[src/rtl/psum_accum_ctrl_pkg.sv]
// rtl/psum_accum_ctrl_pkg.sv - shared types and constants for the psum accumulate/ReLU controller
package psum_accum_ctrl_pkg;

    localparam int COL     = 8;
    localparam int PSUM_BW = 16;
    localparam int ADDR_W  = 11;
    localparam int ROW_W   = COL * PSUM_BW;

    localparam logic OP_ACC  = 1'b0;
    localparam logic OP_RELU = 1'b1;

    localparam logic [PSUM_BW-1:0] LANE_MAX = {1'b0, {(PSUM_BW-1){1'b1}}};
    localparam logic [PSUM_BW-1:0] LANE_MIN = {1'b1, {(PSUM_BW-1){1'b0}}};

    typedef enum logic [2:0] {
        ST_IDLE,
        ST_ACC_WAIT,
        ST_ACC_RD,
        ST_ACC_WR,
        ST_RLU_RD,
        ST_RLU_WR,
        ST_FIN
    } state_t;

endpackage

[src/rtl/psum_lane_alu.sv]
// rtl/psum_lane_alu.sv - one psum lane: saturating signed add or ReLU clamp
module psum_lane_alu
    import psum_accum_ctrl_pkg::*;
(
    input  logic               i_op,
    input  logic [PSUM_BW-1:0] i_mem,
    input  logic [PSUM_BW-1:0] i_ofifo,
    output logic [PSUM_BW-1:0] o_lane
);

    logic [PSUM_BW:0] w_sum;

    assign w_sum = {i_mem[PSUM_BW-1], i_mem} + {i_ofifo[PSUM_BW-1], i_ofifo};

    // Overflow shows up as the two top bits of the widened sum disagreeing.
    always_comb begin
        o_lane = w_sum[PSUM_BW-1:0];
        if (i_op == OP_RELU) begin
            o_lane = i_mem[PSUM_BW-1] ? '0 : i_mem;
        end else if (w_sum[PSUM_BW] != w_sum[PSUM_BW-1]) begin
            o_lane = w_sum[PSUM_BW] ? LANE_MIN : LANE_MAX;
        end
    end

endmodule

[src/rtl/psum_accum_ctrl.sv]
// rtl/psum_accum_ctrl.sv - sequences OFIFO pops and psum SRAM read-modify-writes
module psum_accum_ctrl
    import psum_accum_ctrl_pkg::*;
(
    input  logic              clk,
    input  logic              reset,
    input  logic              start,
    input  logic              op,
    input  logic              first,
    input  logic [ADDR_W-1:0] base_addr,
    input  logic [ADDR_W-1:0] num_rows,
    input  logic              ofifo_valid,
    input  logic [ROW_W-1:0]  ofifo_out,
    output logic              ofifo_rd,
    output logic              CEN_pmem,
    output logic              WEN_pmem,
    output logic [ADDR_W-1:0] A_pmem,
    output logic [ROW_W-1:0]  D_pmem,
    input  logic [ROW_W-1:0]  Q_pmem,
    output logic              busy,
    output logic              done
);

    state_t r_state;
    state_t w_next;

    logic              r_op;
    logic              r_first;
    logic              r_rd_wait;
    logic [ADDR_W-1:0] r_cur;
    logic [ADDR_W-1:0] r_count;
    logic [ADDR_W-1:0] r_num_rows;
    logic [ROW_W-1:0]  r_data;

    logic              r_ofifo_rd;
    logic              r_cen;
    logic              r_wen;
    logic [ADDR_W-1:0] r_a;
    logic [ROW_W-1:0]  r_d;
    logic              r_busy;
    logic              r_done;

    logic              w_ofifo_rd;
    logic              w_cen;
    logic              w_wen;
    logic [ADDR_W-1:0] w_a;
    logic [ROW_W-1:0]  w_d;
    logic              w_load;
    logic              w_pop;
    logic              w_adv;
    logic              w_rd_wait;
    logic              w_last;
    logic [ROW_W-1:0]  w_alu_row;

    for (genvar g = 0; g < COL; g++) begin : g_lane
        psum_lane_alu u_alu (
            .i_op    (r_op),
            .i_mem   (Q_pmem[g*PSUM_BW +: PSUM_BW]),
            .i_ofifo (r_data[g*PSUM_BW +: PSUM_BW]),
            .o_lane  (w_alu_row[g*PSUM_BW +: PSUM_BW])
        );
    end

    assign w_last = (r_count + ADDR_W'(1)) == r_num_rows;

    // Outputs are registered from the decision made in the current state, so a
    // read issued on leaving a state returns Q two states later (ACC_WR / RLU_WR).
    always_comb begin
        w_next     = r_state;
        w_ofifo_rd = 1'b0;
        w_cen      = 1'b1;
        w_wen      = 1'b1;
        w_a        = r_a;
        w_d        = r_d;
        w_load     = 1'b0;
        w_pop      = 1'b0;
        w_adv      = 1'b0;
        w_rd_wait  = 1'b0;
        case (r_state)
            ST_IDLE: begin
                if (start) begin
                    w_load = 1'b1;
                    if (num_rows == '0)     w_next = ST_FIN;
                    else if (op == OP_RELU) w_next = ST_RLU_RD;
                    else                    w_next = ST_ACC_WAIT;
                end
            end
            ST_ACC_WAIT: begin
                if (ofifo_valid) begin
                    w_pop      = 1'b1;
                    w_ofifo_rd = 1'b1;
                    if (r_first) begin
                        w_next = ST_ACC_WR;
                    end else begin
                        w_cen  = 1'b0;
                        w_a    = r_cur;
                        w_next = ST_ACC_RD;
                    end
                end
            end
            ST_ACC_RD: w_next = ST_ACC_WR;
            ST_ACC_WR: begin
                w_cen  = 1'b0;
                w_wen  = 1'b0;
                w_a    = r_cur;
                w_d    = r_first ? r_data : w_alu_row;
                w_adv  = 1'b1;
                w_next = w_last ? ST_FIN : ST_ACC_WAIT;
            end
            ST_RLU_RD: begin
                // First cycle issues the read, second waits for it to land.
                if (!r_rd_wait) begin
                    w_cen     = 1'b0;
                    w_a       = r_cur;
                    w_rd_wait = 1'b1;
                end else begin
                    w_next = ST_RLU_WR;
                end
            end
            ST_RLU_WR: begin
                w_cen  = 1'b0;
                w_wen  = 1'b0;
                w_a    = r_cur;
                w_d    = w_alu_row;
                w_adv  = 1'b1;
                w_next = w_last ? ST_FIN : ST_RLU_RD;
            end
            ST_FIN:  w_next = ST_IDLE;
            default: w_next = ST_IDLE;
        endcase
    end

    always_ff @(posedge clk or posedge reset) begin
        if (reset) r_state <= ST_IDLE;
        else       r_state <= w_next;
    end

    always_ff @(posedge clk or posedge reset) begin
        if (reset) begin
            r_op       <= 1'b0;
            r_first    <= 1'b0;
            r_rd_wait  <= 1'b0;
            r_cur      <= '0;
            r_count    <= '0;
            r_num_rows <= '0;
            r_data     <= '0;
            r_ofifo_rd <= 1'b0;
            r_cen      <= 1'b1;
            r_wen      <= 1'b1;
            r_a        <= '0;
            r_d        <= '0;
            r_busy     <= 1'b0;
            r_done     <= 1'b0;
        end else begin
            r_ofifo_rd <= w_ofifo_rd;
            r_cen      <= w_cen;
            r_wen      <= w_wen;
            r_a        <= w_a;
            r_d        <= w_d;
            r_busy     <= (w_next != ST_IDLE);
            r_done     <= (w_next == ST_FIN);
            r_rd_wait  <= w_rd_wait;
            if (w_load) begin
                r_op       <= op;
                r_first    <= first;
                r_cur      <= base_addr;
                r_num_rows <= num_rows;
                r_count    <= '0;
            end
            if (w_pop) r_data <= ofifo_out;
            if (w_adv) begin
                r_cur   <= r_cur + ADDR_W'(1);
                r_count <= r_count + ADDR_W'(1);
            end
        end
    end

    assign ofifo_rd = r_ofifo_rd;
    assign CEN_pmem = r_cen;
    assign WEN_pmem = r_wen;
    assign A_pmem   = r_a;
    assign D_pmem   = r_d;
    assign busy     = r_busy;
    assign done     = r_done;

endmodule

[config.mk]
export PLATFORM = sky130hd
export DESIGN_NAME = psum_accum_ctrl
export DESIGN_NICKNAME = d
export VERILOG_FILES = /design/src/rtl/psum_accum_ctrl_pkg.sv /design/src/rtl/psum_lane_alu.sv /design/src/rtl/psum_accum_ctrl.sv
export SDC_FILE = /design/constraint.sdc
export NUM_CORES = 1
export LEC_CHECK = 0
export ABC_AREA = 1
export CAP_MARGIN = 20
export CELL_PAD_IN_SITES_DETAIL_PLACEMENT = 0
export CELL_PAD_IN_SITES_GLOBAL_PLACEMENT = 1
export CORE_MARGIN = 8
export CORE_UTILIZATION = 41
export CTS_CLUSTER_DIAMETER = 40
export DETAILED_ROUTE_END_ITERATION = 10
export GPL_TIMING_DRIVEN = 1
export PLACE_DENSITY = 0.94
export SETUP_SLACK_MARGIN = 0.5
export SLEW_MARGIN = 20
export SYNTH_ARGS = -nofsm -noshare
export SYNTH_HDL_FRONTEND = slang
export SYNTH_SLANG_ARGS = --single-unit
export TNS_END_PERCENT = 100
[constraint.sdc]
create_clock -name clk -period 18.13 [get_ports clk]
set_clock_uncertainty 0.15 [all_clocks]
set_input_delay 5.439 -clock clk [delete_from_list [all_inputs] [get_ports clk]]
set_output_delay 5.439 -clock clk [all_outputs]
set_load 0.01 [all_outputs]
==> flow_metrics.py, run 1 <==
metrics = {
    "outcome": {
        "run_status": "complete, no violations",
    },
    "layout": {
        "final_layout_size_suffix_gt1_frac": 0.0564,
        "final-seq-area_mm2": 0.00778,
        "multi_input_comb_area_mm2": 0.0135,
        "final_util": 0.539,
        "filler_cells_inserted": 5824,
        "synthToLayoutAreaGrowth_pct": 30.0,
        "nets": 4569,
    },
    "die": {
        "die_w_um": 257,
        "initial_util": 0.414,
        "core_rows": 88,
        "die_area_mm2": 0.0663,
        "floorplan.die.height_um": 257,
        "ios": 428,
        "core-area_mm2": 0.0577,
    },
    "worst_setup_path": {
        "critical_path_peak_fanout": 10,
        "worstPathBufferInverterCount": 3,
        "cp_top_family": "simple AND/OR/NAND/NOR gates",
        "timing.setup.critical_path_class": "in2reg",
        "cp_common_cell": "sky130_fd_sc_hd__nand2_1",
        "critical_path_end_type": "register",
        "critical-path-slowest-cell": "sky130_fd_sc_hd__ha_1",
        "worstPathRequired_ps": 18450,
        "largest_stage_delay_worst_path_ps": 450,
        "worstSetupStartpointType": "primary input",
        "crit_chain": "clkdlybuf4s50_1 -> ha_1 -> a21oi_1 -> o21ai_0 -> nand2_1 -> nand2_1 -> nand3_1 -> nand2_1 -> nand2_1 -> nand2_1 -> a21oi_1 -> xor2_1 -> inv_1 -> ha_1 -> clkinv_1 -> nand3_1 -> nand2_1 -> nand2_1 -> nand2_1 -> nand2_1 -> nand2_1",
        "critPathArrivalTime_ps": 8990,
    },
    "sta": {
        "final.period_utilization": 0.479,
        "post-route-min-period_ps": 8680,
        "rsz0062_at_grt": "false",
        "tightestPinTransition_ps": 1070,
        "timing_max_transition_violations_final": 0,
        "worst_slew_margin_rel": 0.288,
        "report.final.hold_viol_count": 0,
        "final_setup_violation_count": 0,
        "peak_freq_ghz": 0.115,
        "fin_tns_setup_ps": 0,
    },
    "synthesis": {
        "share_of_the_synthesized_area_in_the_top_cell_type": 0.323,
        "synth.yosys.warnings": 0,
        "post_synth_inst_count": 3752,
        "yosys.cell_types.count": 46,
        "synthDominantAreaCellType": "sky130_fd_sc_hd__dfrtp_1",
        "yosysSeqAreaShare": 0.326,
        "syn_area_mm2": 0.0239,
        "syn_nets": 4188,
        "synth.ff_latch_count": 311,
        "syn_area_per_cell_um2": 6.37,
        "yosys-top-cells-area": "sky130_fd_sc_hd__dfrtp_1 32%, sky130_fd_sc_hd__nand2_1 24%, sky130_fd_sc_hd__inv_1 8.4%",
    },
    "run": {
        "maxCapViolCount": 0,
    },
    "clock_tree": {
        "clock_tree_from_tritoncts": "yes",
        "cts.sinks": 311,
        "clk_path_buf_depth": 3,
        "post_cts_resized": 0,
        "htree_num_levels": 3,
        "clkSlewWorstSetupHoldPaths_ps": 50,
        "clock_insertion_delay_worst_skew_ps": 590,
        "cts_inserted_buffers": 66,
        "post_cts_hold_buffer_count": 0,
        "library_cell_used_as_clock_root_buffer": "sky130_fd_sc_hd__clkbuf_16",
        "cts_post_setup_buffers_inserted": 0,
    },
    "power_and_ir_drop": {
        "power_leakage_nw": 17.2,
        "power.density_cell_area_mw_per_mm2": 202,
        "vdd_ir_drop_max_mv": 0.158,
    },
    "drt": {
        "drt_pass1_iterations": 7,
        "route.antenna.remaining_nets": 0,
        "routed-via-count": 24500,
        "post_drt_via_cell_ratio": 4.93,
        "post-route-drc-count": 0,
        "wirelength_mm": 82.3,
        "detail_route.wl_per_cell_um": 16.6,
        "dr.first_iter.drc_count": 1291,
    },
    "placement": {
        "place_hpwl_mm": 59.6,
        "port_buffers": 427,
        "finalWeightedCongestion": 0.938,
    },
    "grt": {
        "maximum_number_of_pins_on_one_net_before_global_route_repair": 135,
        "antenna_found_initial": 26,
        "global_route.usage.total": 0.243,
        "globalRoute.totalOverflow": 0,
        "global_route_wire_length_before_repair_mm": 132,
        "first_global_vias": 24100,
    },
    "hold_path": {
        "holdCritPathClass": "reg2reg",
    },
}
## worst register-to-register path, delay by kind of cell, from the launching register on
family	cells	cell delay (ps)
buf+inv	2	500
simple gates	13	1110
flops	1	400
compound gates	2	490
fa+ha+maj	2	790
xor+xnor	1	200
## power breakdown
part | switching [W] | internal [W] | total [W]
clock | 0.000413 | 0.000878 | 0.00129
sequential | 0.000251 | 0.00102 | 0.00127
combinational | 0.00233 | 0.00140 | 0.00372
## synthesized netlist by cell type (all sizes together)
library cell / n
o22ai: 12
a21o: 1
nand3b: 27
o211ai: 2
xnor3: 1
xnor2: 4
clkinv: 7
clkbuf: 66
ha: 144
a31o: 1
fa: 8
or2: 43
nand2: 1527
nand3: 233
nor2: 155
a22o: 1
and2: 3
inv: 544
o21a: 7
nor3: 9
o311ai: 1
a21oi: 164
dfstp: 2
buf: 60
a31oi: 9
dfrtp: 309
nand4: 8
o21ai: 383
a211oi: 1
o21bai: 1
a32o: 1
xor2: 18
## placed cells by master (no fill, tap or decap), types with 12 or more instances in the layout
cell and n:
sky130_fd_sc_hd__dfrtp_1 309, sky130_fd_sc_hd__nand2_2 15, sky130_fd_sc_hd__xor2_1 18, sky130_fd_sc_hd__o21ai_0 365
sky130_fd_sc_hd__a21oi_1 161, sky130_fd_sc_hd__nand3_1 222, sky130_fd_sc_hd__ha_1 144, sky130_fd_sc_hd__nor2_1 139
sky130_fd_sc_hd__o22ai_1 12, sky130_fd_sc_hd__nand2_1 1510, sky130_fd_sc_hd__diode_2 13, sky130_fd_sc_hd__clkbuf_16 71
sky130_fd_sc_hd__inv_1 532, sky130_fd_sc_hd__nand3b_1 27, sky130_fd_sc_hd__or2_2 42, sky130_fd_sc_hd__nor2_2 13
sky130_fd_sc_hd__clkdlybuf4s50_1 427
## layer usage
metal	track usage	wire length [um]	up-vias
met4	0.0833	2630	26
met5	0	162	-
met1	0.307	36500	11100
li1	-	-	12600
met3	0.0628	5060	166
met2	0.400	38000	613
## logic make-up (layout without fill, tap and decap cells)
group                    Yosys count  in the layout  share of synthesized area
XOR/XNOR                          23             23                    0.00900
AND/OR/NAND/NOR                 2005           2005                      0.344
buffers and inverters            677           1110                      0.112
AO/OA/AOI/OAI                    584            584                      0.128
other                              0             13                          0
flip-flops                       311            311                      0.326
adder cells (fa/ha/maj)          152            152                     0.0821
## state kept, by name, indices dropped and copies added (netlist names), 3 cells and up
name,cells
r_data,128
r_state,3
r_cur,11
D_pmem,128
r_count,11
r_num_rows,11
A_pmem,11
## through the flow
stage,area (um^2),instances,power [W],setup slack (ps),hold slack (ps)
floorplan,23900,3752,0.00387,3940,252
global placement,28700,4830,0.00498,8850,264
detailed placement,28700,4830,0.00500,8830,267
CTS,31000,4950,0.00634,9430,284
global route,31100,4959,0.00693,9080,309
finish,31100,4963,0.00629,9450,287
## path summary, 6_finish.rpt
path	start	end	slack (ps)	cells after the start
worst max-delay path	Q_pmem[98]	D_pmem[99]$_DFFE_PP0N_	9450	21
worst min-delay path	r_rd_wait$_DFF_PP0_	r_rd_wait$_DFF_PP0_	290	1
worst max register to register	r_data[98]$_DFFE_PP0P_	D_pmem[99]$_DFFE_PP0N_	14370	20
worst min register to register	r_rd_wait$_DFF_PP0_	r_rd_wait$_DFF_PP0_	290	1
max in group asynchronous	reset	r_data[18]$_DFFE_PP0P_	11030	3
min in group asynchronous	reset	r_num_rows[8]$_DFFE_PP0P_	5220	2
## final cells by class
type / instances / share of cell area
Multi-Input combinational cell: 2764 / 0.433
Tap cell: 765 / 0.0308
Clock buffer: 89 / 0.0623
Antenna cell: 13 / 0.00105
Inverter: 551 / 0.0670
Clock inverter: 31 / 0.0140
Sequential cell: 311 / 0.251
Timing Repair Buffer: 439 / 0.141
Power figures use the tool's default switching activity.
==> run 2: changes to the inputs <==
--- a/config.mk
+++ b/config.mk
@@ -10,11 +10,11 @@
 export CELL_PAD_IN_SITES_DETAIL_PLACEMENT = 0
 export CELL_PAD_IN_SITES_GLOBAL_PLACEMENT = 1
 export CORE_MARGIN = 8
-export CORE_UTILIZATION = 41
+export CORE_UTILIZATION = 38
 export CTS_CLUSTER_DIAMETER = 40
 export DETAILED_ROUTE_END_ITERATION = 10
 export GPL_TIMING_DRIVEN = 1
-export PLACE_DENSITY = 0.94
+export PLACE_DENSITY = 0.88
 export SETUP_SLACK_MARGIN = 0.5
 export SLEW_MARGIN = 20
 export SYNTH_ARGS = -nofsm -noshare
==> constraint.sdc (replaced) <==
create_clock -name clk -period 8.75 [get_ports clk]
set_clock_uncertainty 0.15 [all_clocks]
set_input_delay 2.625 -clock clk [delete_from_list [all_inputs] [get_ports clk]]
set_output_delay 2.625 -clock clk [all_outputs]
set_load 0.01 [all_outputs]
==> run 2 against run 1 <==
Net effect: utilization shrank 3.7 points; cell count grew 1.9%; worst hold slack lost 17 ps; count of clock-buffer cells in the layout shrank 1; die area grew 7.4%; design area grew 1.0%; via count shrank 1.2%; setup slack lost 6700 ps.
==> flow_metrics.py, run 2 (same netlist as run 1, synthesis figures left out) <==
metrics = {
    "drt": {
        "maxUsedRoutingLayer": "met5",
        "met3_wirelength_mm": 5.06,
        "post-route-drc-count": 0,
        "post_drt_via_cell_ratio": 4.78,
        "wirelength_mm": 82.8,
        "route.met2.wl_mm": 38.4,
        "drt_pass1_iterations": 5,
        "detail_route.wl_per_cell_um": 16.4,
        "dr.first_iter.drc_count": 1256,
        "route.antenna.remaining_nets": 0,
        "routed-via-count": 24200,
        "met1_length_mm": 36.6,
    },
    "power_and_ir_drop": {
        "power.share.combinational": 0.583,
        "power.density_cell_area_mw_per_mm2": 420,
        "share_seq_of_total_power": 0.200,
        "power_leakage_nw": 17.3,
        "swShare": 0.475,
        "power_switching_w": 0.00627,
        "internal_power_w": 0.00692,
        "clkPwrFrac": 0.217,
        "vdd_ir_drop_max_mv": 0.171,
        "post-layout-total-power_w": 0.0132,
    },
    "die": {
        "ios": 428,
        "floorplan.die.height_um": 267,
        "core_rows": 92,
        "core-area_mm2": 0.0626,
        "die_w_um": 267,
        "initial_util": 0.382,
        "die_area_mm2": 0.0712,
    },
    "grt": {
        "maximum_number_of_pins_on_one_net_before_global_route_repair": 162,
        "globalRoute.totalOverflow": 0,
        "global_route.usage.total": 0.228,
        "global_route_wire_length_before_repair_mm": 131,
        "antenna_found_initial": 16,
        "first_global_vias": 24000,
    },
    "clock_tree": {
        "cts_inserted_buffers": 75,
        "post_cts_hold_buffer_count": 0,
        "clkSlewWorstSetupHoldPaths_ps": 40,
        "clock_tree_from_tritoncts": "yes",
        "post_cts_resized": 0,
        "cts_post_setup_buffers_inserted": 0,
        "cts.sinks": 311,
        "clock_insertion_delay_worst_skew_ps": 600,
        "htree_num_levels": 3,
        "clk_path_buf_depth": 3,
        "library_cell_used_as_clock_root_buffer": "sky130_fd_sc_hd__clkbuf_16",
    },
    "hold_path": {
        "holdCritPathClass": "reg2reg",
    },
    "sta": {
        "timing_max_transition_violations_final": 0,
        "tightestPinTransition_ps": 1000,
        "final_setup_violation_count": 0,
        "fin_tns_setup_ps": 0,
        "final.period_utilization": 0.680,
        "post-route-min-period_ps": 5950,
        "worst_slew_margin_rel": 0.330,
        "peak_freq_ghz": 0.168,
        "report.final.hold_viol_count": 0,
        "rsz0062_at_grt": "false",
    },
    "worst_setup_path": {
        "worstSetupStartpointType": "primary input",
        "critPathArrivalTime_ps": 6290,
        "worstPathRequired_ps": 9090,
        "timing.setup.critical_path_class": "in2reg",
        "critical_path_peak_fanout": 10,
        "critical_path_end_type": "register",
    },
    "layout": {
        "final-seq-area_mm2": 0.00778,
        "final_common_cell": "sky130_fd_sc_hd__nand2_1",
        "final_cells": 5057,
        "synthToLayoutAreaGrowth_pct": 31.3,
        "final_cell_mix": "1510 x sky130_fd_sc_hd__nand2_1, 532 x sky130_fd_sc_hd__inv_1, 427 x sky130_fd_sc_hd__clkdlybuf4s50_1",
        "nets": 4578,
        "final_layout_size_suffix_gt1_frac": 0.0611,
        "multi_input_comb_area_mm2": 0.0135,
        "filler_cells_inserted": 6404,
    },
    "placement": {
        "finalWeightedCongestion": 0.903,
        "place.detailed.instances": 4910,
        "port_buffers": 427,
        "place_hpwl_mm": 59.6,
    },
    "outcome": {
        "run_status": "complete, no violations",
    },
    "run": {
        "maxCapViolCount": 0,
    },
}
## run 2: routing by layer
metal  vias up  global-route usage
li1      12600                   -
met3       151              0.0574
met4        16              0.0791
met1     10900               0.282
met2       535               0.383
met5         -                   0
## run 2: cell type report
type,instances,area share
Tap cell,846,0.0337
Antenna cell,7,0.000558
Multi-Input combinational cell,2764,0.429
Inverter,551,0.0662
Timing Repair Buffer,439,0.140
Sequential cell,311,0.248
Clock buffer,88,0.0640
Clock inverter,51,0.0181
## run 2: worst paths after layout
| kind | start | to | slack, ps | cells past startpoint |
|---|---|---|---|---|
| min in group asynchronous | reset | D_pmem[2]$_DFFE_PP0N_ | 2330 | 3 |
| setup / recovery | Q_pmem[98] | D_pmem[106]$_DFFE_PP0N_ | 2800 | 21 |
| hold reg to reg | r_rd_wait$_DFF_PP0_ | r_rd_wait$_DFF_PP0_ | 270 | 1 |
| max in group asynchronous | reset | r_num_rows[7]$_DFFE_PP0P_ | 5140 | 4 |
| setup reg to reg | r_data[98]$_DFFE_PP0P_ | D_pmem[106]$_DFFE_PP0N_ | 4910 | 20 |
| hold / removal | r_rd_wait$_DFF_PP0_ | r_rd_wait$_DFF_PP0_ | 270 | 1 |
## run 2: metrics by stage
stage	instance area [um^2]	util	setup slack (ps)	hold slack, ps
finish	31400	0.501	2800	270
global route	31400	0.501	2490	311
CTS	31400	0.501	2890	278
detailed placement	28800	0.459	2290	272
global placement	28800	0.459	2320	263
floorplan	23900	-	1840	252
## run 2: critical path, cell delays in order
cell and delay [ps]:
sky130_fd_sc_hd__clkdlybuf4s50_1 460, sky130_fd_sc_hd__ha_1 360, sky130_fd_sc_hd__nand2_1 90, sky130_fd_sc_hd__o21ai_0 500
sky130_fd_sc_hd__nand2_1 110, sky130_fd_sc_hd__nand2_1 130, sky130_fd_sc_hd__nand3_1 110, sky130_fd_sc_hd__nand2_1 80
sky130_fd_sc_hd__nand2_1 70, sky130_fd_sc_hd__nand2_1 80, sky130_fd_sc_hd__a21oi_1 70, sky130_fd_sc_hd__xor2_1 180
sky130_fd_sc_hd__inv_1 80, sky130_fd_sc_hd__ha_1 450, sky130_fd_sc_hd__clkinv_1 380, sky130_fd_sc_hd__nand3_1 190
sky130_fd_sc_hd__nand2_1 60, sky130_fd_sc_hd__nand2_1 70, sky130_fd_sc_hd__nand2_1 60, sky130_fd_sc_hd__nand2_1 60
sky130_fd_sc_hd__nand2_1 50
## run 2: power groups by stage
stage	clock network (W)	logic [W]	registers (W)
final	0.00286	0.00769	0.00264
after global routing	0.00300	0.00884	0.00272
after CTS	0.00292	0.00776	0.00264
after detailed placement	0	0.00773	0.00265
after global placement	0	0.00767	0.00265
after floorplan	0	0.00539	0.00262
